--- config.mk ---
export PLATFORM = sky130hd
export DESIGN_NAME = pipe_ctrl
export DESIGN_NICKNAME = d
export VERILOG_FILES = /design/src/rtl/pipe_ctrl_pkg.sv /design/src/rtl/pipe_ctrl_wdog.sv /design/src/rtl/pipe_ctrl.sv
export SDC_FILE = /design/constraint.sdc
export NUM_CORES = 1
export LEC_CHECK = 0
export BUFFER_PORTS_ARGS = -buffer_cell sky130_fd_sc_hd__clkbuf_2
export CELL_PAD_IN_SITES_DETAIL_PLACEMENT = 1
export CELL_PAD_IN_SITES_GLOBAL_PLACEMENT = 2
export CORE_MARGIN = 4
export CORE_UTILIZATION = 31
export CTS_BUF_LIST = sky130_fd_sc_hd__clkbuf_8
export CTS_CLUSTER_DIAMETER = 200
export CTS_CLUSTER_SIZE = 24
export DETAILED_ROUTE_END_ITERATION = 10
export GPL_ROUTABILITY_DRIVEN = 0
export PLACE_DENSITY_LB_ADDON = 0.1
export SLEW_MARGIN = 10
export SYNTH_ARGS = -nofsm -noshare
export SYNTH_HDL_FRONTEND = slang
export SYNTH_SLANG_ARGS = --single-unit
--- constraint.sdc ---
create_clock -name clk -period 1.8 [get_ports clk]
set_input_delay 0.36 -clock clk [delete_from_list [all_inputs] [get_ports clk]]
set_output_delay 0.36 -clock clk [all_outputs]
set_load 0.02 [all_outputs]
--- src/rtl/pipe_ctrl_pkg.sv ---
// State encoding shared by the pipeline stall/flush sequencer and its bench.
package pipe_ctrl_pkg;

   localparam int unsigned PcStWidth = 2;

   typedef enum logic [PcStWidth-1:0] {
      PcStRun   = 2'd0,
      PcStIWait = 2'd1,
      PcStDWait = 2'd2
   } pc_state_e;

endpackage

--- src/rtl/pipe_ctrl_wdog.sv ---
// Miss-wait watchdog: saturating wait counter and a sticky timeout flag.
module pipe_ctrl_wdog #(
   parameter int unsigned TIMEOUT_CYCLES = 1024,
   parameter int unsigned TO_CNT_WIDTH   = 11
) (
   input  logic clk,
   input  logic rst_n,
   input  logic active,
   output logic miss_timeout
);

   localparam logic [TO_CNT_WIDTH-1:0] LastCnt = TO_CNT_WIDTH'(TIMEOUT_CYCLES - 1);

   logic [TO_CNT_WIDTH-1:0] count_q, count_d;
   logic                    timeout_q, timeout_d;

   always_comb begin
      count_d   = count_q;
      timeout_d = timeout_q;
      if (!active) begin
         count_d = '0;
      end else begin
         if (count_q != '1) count_d = count_q + TO_CNT_WIDTH'(1);
         if (count_q == LastCnt) timeout_d = 1'b1;
      end
   end

   always_ff @(posedge clk) begin
      if (!rst_n) begin
         count_q   <= '0;
         timeout_q <= 1'b0;
      end else begin
         count_q   <= count_d;
         timeout_q <= timeout_d;
      end
   end

   assign miss_timeout = timeout_q;

endmodule

--- src/rtl/pipe_ctrl.sv ---
// Stall/flush sequencer for the 5-stage pipeline: load-use, EX redirect and cache-miss waits.
// Optional performance counters are built when PIPE_CTRL_PERF_CNT_EN is defined.
module pipe_ctrl
   import pipe_ctrl_pkg::*;
#(
   parameter int unsigned TIMEOUT_CYCLES = 1024,
   parameter int unsigned TO_CNT_WIDTH   = 11
) (
   input  logic                 clk,
   input  logic                 rst_n,
   input  logic                 hz_stall_req,
   input  logic                 ex_redirect,
   input  logic                 icache_miss,
   input  logic                 icache_ready,
   input  logic                 dcache_miss,
   input  logic                 dcache_ready,
   output logic                 pc_stall,
   output logic                 pc_redirect_en,
   output logic                 ifid_stall,
   output logic                 ifid_flush,
   output logic                 idex_stall,
   output logic                 idex_flush,
   output logic                 exmem_stall,
   output logic                 memwb_flush,
`ifdef PIPE_CTRL_PERF_CNT_EN
   output logic [31:0]          perf_lu_cycles,
   output logic [31:0]          perf_imiss_cycles,
   output logic [31:0]          perf_dmiss_cycles,
   output logic [31:0]          perf_redirects,
`endif
   output logic                 miss_timeout,
   output logic [PcStWidth-1:0] ctrl_state
);

   pc_state_e state_q, state_d;
   pc_state_e ret_q, ret_d;
   logic      kill_q, kill_d;

   logic freeze, redirect, load_use, fetch_bubble, kill_drop, lower_idle;

   // Priority decode: freeze > redirect > load-use > fetch bubble > stale-line drop.
   assign freeze       = (state_q == PcStDWait) | dcache_miss;
   assign redirect     = ~freeze & ex_redirect;
   assign lower_idle   = ~freeze & ~ex_redirect & ~hz_stall_req;
   assign load_use     = ~freeze & ~ex_redirect & hz_stall_req;
   assign fetch_bubble = lower_idle & (((state_q == PcStIWait) & ~icache_ready) |
                                       ((state_q == PcStRun) & icache_miss));
   assign kill_drop    = lower_idle & (state_q == PcStIWait) & icache_ready & kill_q;

   always_ff @(posedge clk) begin
      if (!rst_n) begin
         state_q <= PcStRun;
         ret_q   <= PcStRun;
         kill_q  <= 1'b0;
      end else begin
         state_q <= state_d;
         ret_q   <= ret_d;
         kill_q  <= kill_d;
      end
   end

   always_comb begin
      state_d = state_q;
      ret_d   = ret_q;
      kill_d  = kill_q;
      case (state_q)
         PcStRun: begin
            if (dcache_miss) begin
               state_d = PcStDWait;
               ret_d   = PcStRun;
            end else if (icache_miss) begin
               state_d = PcStIWait;
               kill_d  = ex_redirect;
            end
         end
         PcStIWait: begin
            if (dcache_miss) begin
               state_d = PcStDWait;
               ret_d   = PcStIWait;
            end else if (icache_ready) begin
               state_d = PcStRun;
               kill_d  = 1'b0;
            end else if (ex_redirect) begin
               kill_d  = 1'b1;
            end
         end
         PcStDWait: begin
            if (dcache_ready) state_d = ret_q;
         end
         default: state_d = PcStRun;
      endcase
   end

   always_comb begin
      pc_stall       = 1'b0;
      pc_redirect_en = 1'b0;
      ifid_stall     = 1'b0;
      ifid_flush     = 1'b0;
      idex_stall     = 1'b0;
      idex_flush     = 1'b0;
      exmem_stall    = 1'b0;
      memwb_flush    = 1'b0;
      if (!rst_n) begin
         ifid_flush  = 1'b1;
         idex_flush  = 1'b1;
         memwb_flush = 1'b1;
      end else begin
         pc_stall       = freeze | load_use | fetch_bubble;
         pc_redirect_en = redirect;
         ifid_stall     = freeze | load_use;
         ifid_flush     = redirect | fetch_bubble | kill_drop;
         idex_stall     = freeze;
         idex_flush     = redirect | load_use;
         exmem_stall    = freeze;
         memwb_flush    = freeze;
      end
   end

   assign ctrl_state = state_q;

   pipe_ctrl_wdog #(
      .TIMEOUT_CYCLES (TIMEOUT_CYCLES),
      .TO_CNT_WIDTH   (TO_CNT_WIDTH)
   ) u_wdog (
      .clk          (clk),
      .rst_n        (rst_n),
      .active       (state_q != PcStRun),
      .miss_timeout (miss_timeout)
   );

`ifdef PIPE_CTRL_PERF_CNT_EN
   logic [31:0] lu_q, imiss_q, dmiss_q, redir_q;

   always_ff @(posedge clk) begin
      if (!rst_n) begin
         lu_q    <= '0;
         imiss_q <= '0;
         dmiss_q <= '0;
         redir_q <= '0;
      end else begin
         lu_q    <= lu_q + {31'd0, load_use};
         imiss_q <= imiss_q + {31'd0, fetch_bubble};
         dmiss_q <= dmiss_q + {31'd0, freeze};
         redir_q <= redir_q + {31'd0, redirect};
      end
   end

   assign perf_lu_cycles    = lu_q;
   assign perf_imiss_cycles = imiss_q;
   assign perf_dmiss_cycles = dmiss_q;
   assign perf_redirects    = redir_q;
`endif

endmodule

Word level (Yosys, flattened, before mapping)
Index checks and enable logic that the tools add are counted.
- flip-flop bits (word level): 17
- input bits: 8
- output and inout bits: 11
- logic and storage cells: 70
- muxes and demuxes: 22
- bitwise logic cells: 21
- $add $sub $neg: 1
- reductions and logical operators: 8
- eq/ne operators: 13
- operators with widths (kind ; count):
    2-to-1 mux 2 bit ; 7
    2-to-1 mux 1 bit ; 12
    inequality test 2 bit, second input constant ; 6
    adder 11 x 1 -> 11 bit, second input constant ; 1
    equality test 11 x 10 -> 1 bit, second input constant ; 1
    inequality test 11 bit, second input constant ; 1
    AND 1 bit ; 10
    inequality test 3 bit, second input constant ; 3
    OR 1 bit ; 7
    case mux 2 bit (3 select lines) ; 1
    AND reduction 3 bit ; 2
    AND reduction 5 bit ; 1
    inverter 1 bit ; 4
    case mux 2 bit (2 select lines) ; 1
    AND reduction 2 bit ; 2
    nonzero test 2 bit ; 2
    equality test 2 x 1 -> 1 bit, second input constant ; 1
    equality test 2 bit, second input constant ; 1
    zero test 2 bit ; 1
    case mux 1 bit (2 select lines) ; 1

Depth between registers and ports, before layout
- depth in word-level cells: 10
- depth in mapped cells: 6
- depth with buffers taken out: 5

Cells and area by module
A second synthesis with hierarchy kept.
- cell total of the unflattened synthesis: 109
- area total of the unflattened synthesis: 892.1 µm²
- by module, submodules not included (module ; sequential area each (µm²) ; area an instance (µm²) ; cells an instance ; instances):
    pipe_ctrl_wdog ; 240.2 ; 550.5 ; 63 ; 1
    pipe_ctrl ; 80.1 ; 341.6 ; 46 ; 1

Worst setup path after synthesis
OpenSTA, ideal clock, no wires.
- path type: reg-to-output
- start: reg state_q[1], in the netlist ctrl_state[1]
- end: out idex_stall
- data arrival time: 1479 ps
- setup slack: -39 ps
- required time: 1440 ps
- stages on the path, launching flop included: 5
- buffers on the path: 2
- cells stage by stage: dfxtp_1 > clkbuf_1 > a21oi_1 > nor2b_1 > buf_4
- word-level cells in the longest chain between the ends: 3
- ends and longest elaborated chain (what ; RTL line ; source):
    start: declaration ; pipe_ctrl.sv:35 ; pc_state_e state_q, state_d;
    start signal: assignment ; pipe_ctrl.sv:52 ; state_q <= PcStRun;
    start signal: assignment ; pipe_ctrl.sv:56 ; state_q <= state_d;
    equality test 2 bit ; pipe_ctrl.sv:42 ; assign freeze = (state_q == PcStDWait) | dcache_miss;
    OR 1 bit ; pipe_ctrl.sv:42 ;
    2-to-1 mux 1 bit ; - ;
    end: declaration ; pipe_ctrl.sv:21 ; output logic idex_stall,
Every way passes these cells.

Worst setup path after layout
- start: reg u_wdog.count_q[0]
- end: reg u_wdog.count_q[0]
- word-level cells in the longest chain between the ends: 1
- elaborated cells on any way between the ends: 2
- those cells by class: add/sub: 1; eq/ne: 1
- ends and longest elaborated chain (what ; RTL line ; source):
    start: declaration ; pipe_ctrl_wdog.sv:14 ; logic [TO_CNT_WIDTH-1:0] count_q, count_d;
    start signal: assignment ; pipe_ctrl_wdog.sv:33 ; count_q <= count_d;
    adder 11 x 1 -> 11 bit / inequality test 11 bit (equally long branches) ; pipe_ctrl_wdog.sv:23 ; if (count_q != '1) count_d = count_q + TO_CNT_WIDTH'(1);
Several ways; a longest one is shown, not always the timed one.
A chain may end at the register's enable or synchronous reset.

==> impl_metrics.yaml <==
logic_synthesis:
  synth-main-ff-cell: "dfxtp_1"
  synthXorXnorAreaFrac_pct: 4.16
  synthTopCellsByCount: "dfxtp_1, a21oi_1, nand2_1, nor2_1, o21ai_0"
  yosys_warnings: 0
  yosys.area.top_type: "dfxtp_1"
  ys_seq_area_share_pct: 38.0
  synth_enable_flop_cells: 0
  synth.ff_latch_count: 16
  synthTopCellsByArea: "dfxtp_1, a21oi_1, o21ai_0, nand2_1, xnor2_1"
  synth_compound_area_share_pct: 21.5
  synth.distinct_cells: 35
  synthArstFlopShare_pct: 0
  synthDominantCellAreaShare_pct: 38.0
  synth_top_family_by_area: "simple AND/OR/NAND/NOR gates"
  yosysMostFrequentCell: "dfxtp_1"
  synthAdderAreaFrac_pct: 1.49
  synth_area_um2: 842
  synthSimpleGateAreaFrac_pct: 29.0
  netlist_instances: 106
  synth_mux_area_share_pct: 1.19
  postSynthAreaPerCell_um2: 7.94
  syn_nets: 115
timing:
  relSlewSlack_pct: 68.3
  clock.fmax_mhz: 588
  fin_ws_ns: 0.0983
  worst_slew_pin_slew_ns: 0.470
  skew_ns: 0.00124
  setup_viol: 0
  holdWs_ns: 0.433
  hold_viol: 0
  period_share_pct: 94.5
  period_minus_slack_ns: 1.70
  slew_violations: 0
floorplanning:
  initial_utilization_pct: 33.1
  dieArea_um2: 3610
  rows: 18
  die_w_um: 60.1
  ios: 19
  coreArea_um2: 2540
  dieHeight_um: 60.1
route:
  num_vias: 848
  postRouteAntennaNets: 0
  drcViolationCount: 0
  drt_iter0_drc: 39
  first_pass_iters: 4
  via_per_inst: 5.33
  wl_per_cell_um: 14.0
  wirelength_um: 2230
critical_path:
  worst_setup_path_start_kind: "register"
  crit_type: "register to register"
  end_kind: "register"
  worstPathMaxFanout: 6
  crit_chain: "ha_2, nand2_1, or4_4, xnor2_1, nor2_1"
  max_stage_delay_ns: 0.57
  worstRegToRegCells: 5
  arrival_ns: 1.84
  crit_required_ns: 1.94
  r2r_setup_slack_ns: 0.1
  startpoint: "u_wdog.count_q[0]$_SDFFE_PN0P_"
  r2r-start: "u_wdog.count_q[0]$_SDFFE_PN0P_"
  crit_path_top_delay_cell: "or4_4"
  reg2reg_to: "u_wdog.count_q[0]$_SDFFE_PN0P_"
run:
  cap_violations: 0
placed_design:
  port_buffers: 18
  dpl_worst_slack_ns: 0.0372
  place_hpwl_um: 1680
global_route:
  gr-usage-all-layers_pct: 13.7
  grt_remaining_overflow: 0
  grt_first_pass_wirelength_um: 3690
  antenna_found_initial: 0
  grt_max_degree: 15
  grt_use_met3_pct: 3.24
  grtUsageMet2_pct: 24.1
  globalRouteMet1Util_pct: 14.9
  grt_pass1_vias: 833
  busiest_layer: "met2"
layout:
  finish.utilization_pct: 41.9
  diodes: 0
  fill_cells: 311
  layout.nets: 139
  drive_gt1_share_pct: 28.7
  area_delta_synth_final_pct: 26.6
clock_tree:
  cts_tree: "yes"
  cts.hold.buffers_added: 0
  htree_levels: 1
  insertion_delay_ns: 0.25
  ctsLongestPathBuffers: 2
  root_buffer: "clkbuf_8"
  numCtsBuffers: 3
  cts_sinks: 16
  path_clk_slew_ns: 0.06
run_status:
  run_status: "complete, no violations"
worst_hold_path:
  hold_start: "icache_ready"
  worstHoldEndpoint: "kill_q$_SDFFE_PN0P_"
  hold_path_depth: 4
  hold_path_class: "primary input to register"
pwr:
  leakagePower_nw: 0.409
  ir_drop_v: 0.000522
  p_per_area_nw_per_um2: 748
report_power, final:
group / switching (mW) / leakage (nW) / internal [mW]
Sequential: 0.00826 / 0.130 / 0.361
Clock: 0.123 / 0.0288 / 0.194
Combinational: 0.0658 / 0.250 / 0.0455
what timing repair did:
| item | CTS | global route |
|---|---|---|
| setup endpoints to repair | 4 | 5 |
| resized for setup | 1 | 5 |
| pin swaps | 0 | 0 |
| setup buffers | 0 | 0 |
sequential cells by signal, summed over array words and instances (netlist names):
register	count
ctrl_state	2
kill_q	1
ret_q	1
u_wdog.count_q	11
u_wdog.miss_timeout	1
worst max path at each step:
stage,cells past startpoint,to
2_1_floorplan,5,idex_stall
3_3_place_gp,5,u_wdog.count_q[0]$_SDFFE_PN0P_
3_5_place_dp,5,u_wdog.count_q[0]$_SDFFE_PN0P_
4_1_cts,5,u_wdog.count_q[0]$_SDFFE_PN0P_
5_1_grt,5,u_wdog.count_q[0]$_SDFFE_PN0P_
6_report,5,u_wdog.count_q[0]$_SDFFE_PN0P_
per-stage QoR:
step,TNS [ns],cells,power [mW],instance area (um2)
floorplan,0,106,0.444,845
global placement,0,155,0.486,997
detailed placement,0,155,0.489,997
CTS,0,159,0.813,1050
global route,-0.0473,159,0.840,1070
finish,0,159,0.798,1070
critical path, delay by kind of cell, from the launching register on:
kind                     cells  cell delay (ns)
AND/OR/NAND/NOR              3             0.72
XOR/XNOR                     1             0.20
adder cells (fa/ha/maj)      1             0.26
flip-flops                   1             0.40
layout by cell type (no fill, tap or decap), drive strengths merged, types with 2 or more instances in the layout:
cell | netlist | final
nand4 | 3 | 3
a21boi | 3 | 3
nor2b | 2 | 2
o21ai | 9 | 9
clkbuf | 4 | 21
xnor2 | 4 | 4
nand3 | 4 | 4
buf | 2 | 8
nand2 | 10 | 10
nor2 | 9 | 9
a21oi | 11 | 11
dfxtp | 16 | 16
or3 | 3 | 3
nor3 | 2 | 2
nor4 | 2 | 2
and2 | 2 | 2
inv | 3 | 3
nand2b | 4 | 4
cells by family after synthesis:
family,after synthesis
multiplexers,1
AND/OR/NAND/NOR,45
buffers and inverters,9
AO/OA/AOI/OAI,30
flip-flops,16
XOR/XNOR,4
adder cells (fa/ha/maj),1
metal layers:
metal / vias to the layer above / part of all wire (%) / wire [um]
li1: 422 / - / -
met1: 401 / 41 / 909
met2: 20 / 52 / 1160
met3: 5 / 5.1 / 113
met4: 0 / 2.1 / 47
met5: - / 0 / 0
cell type report:
type,instances,area (um2),area share (%)
clock buffer,4,55.1,5.16
inverter,3,11.3,1.06
multi-input combinational,81,495,46.5
sequential,16,324,30.4
tap,30,37.5,3.52
timing repair buffer,25,143,13.4
No activity file was read; power rests on OpenSTA's default activity.
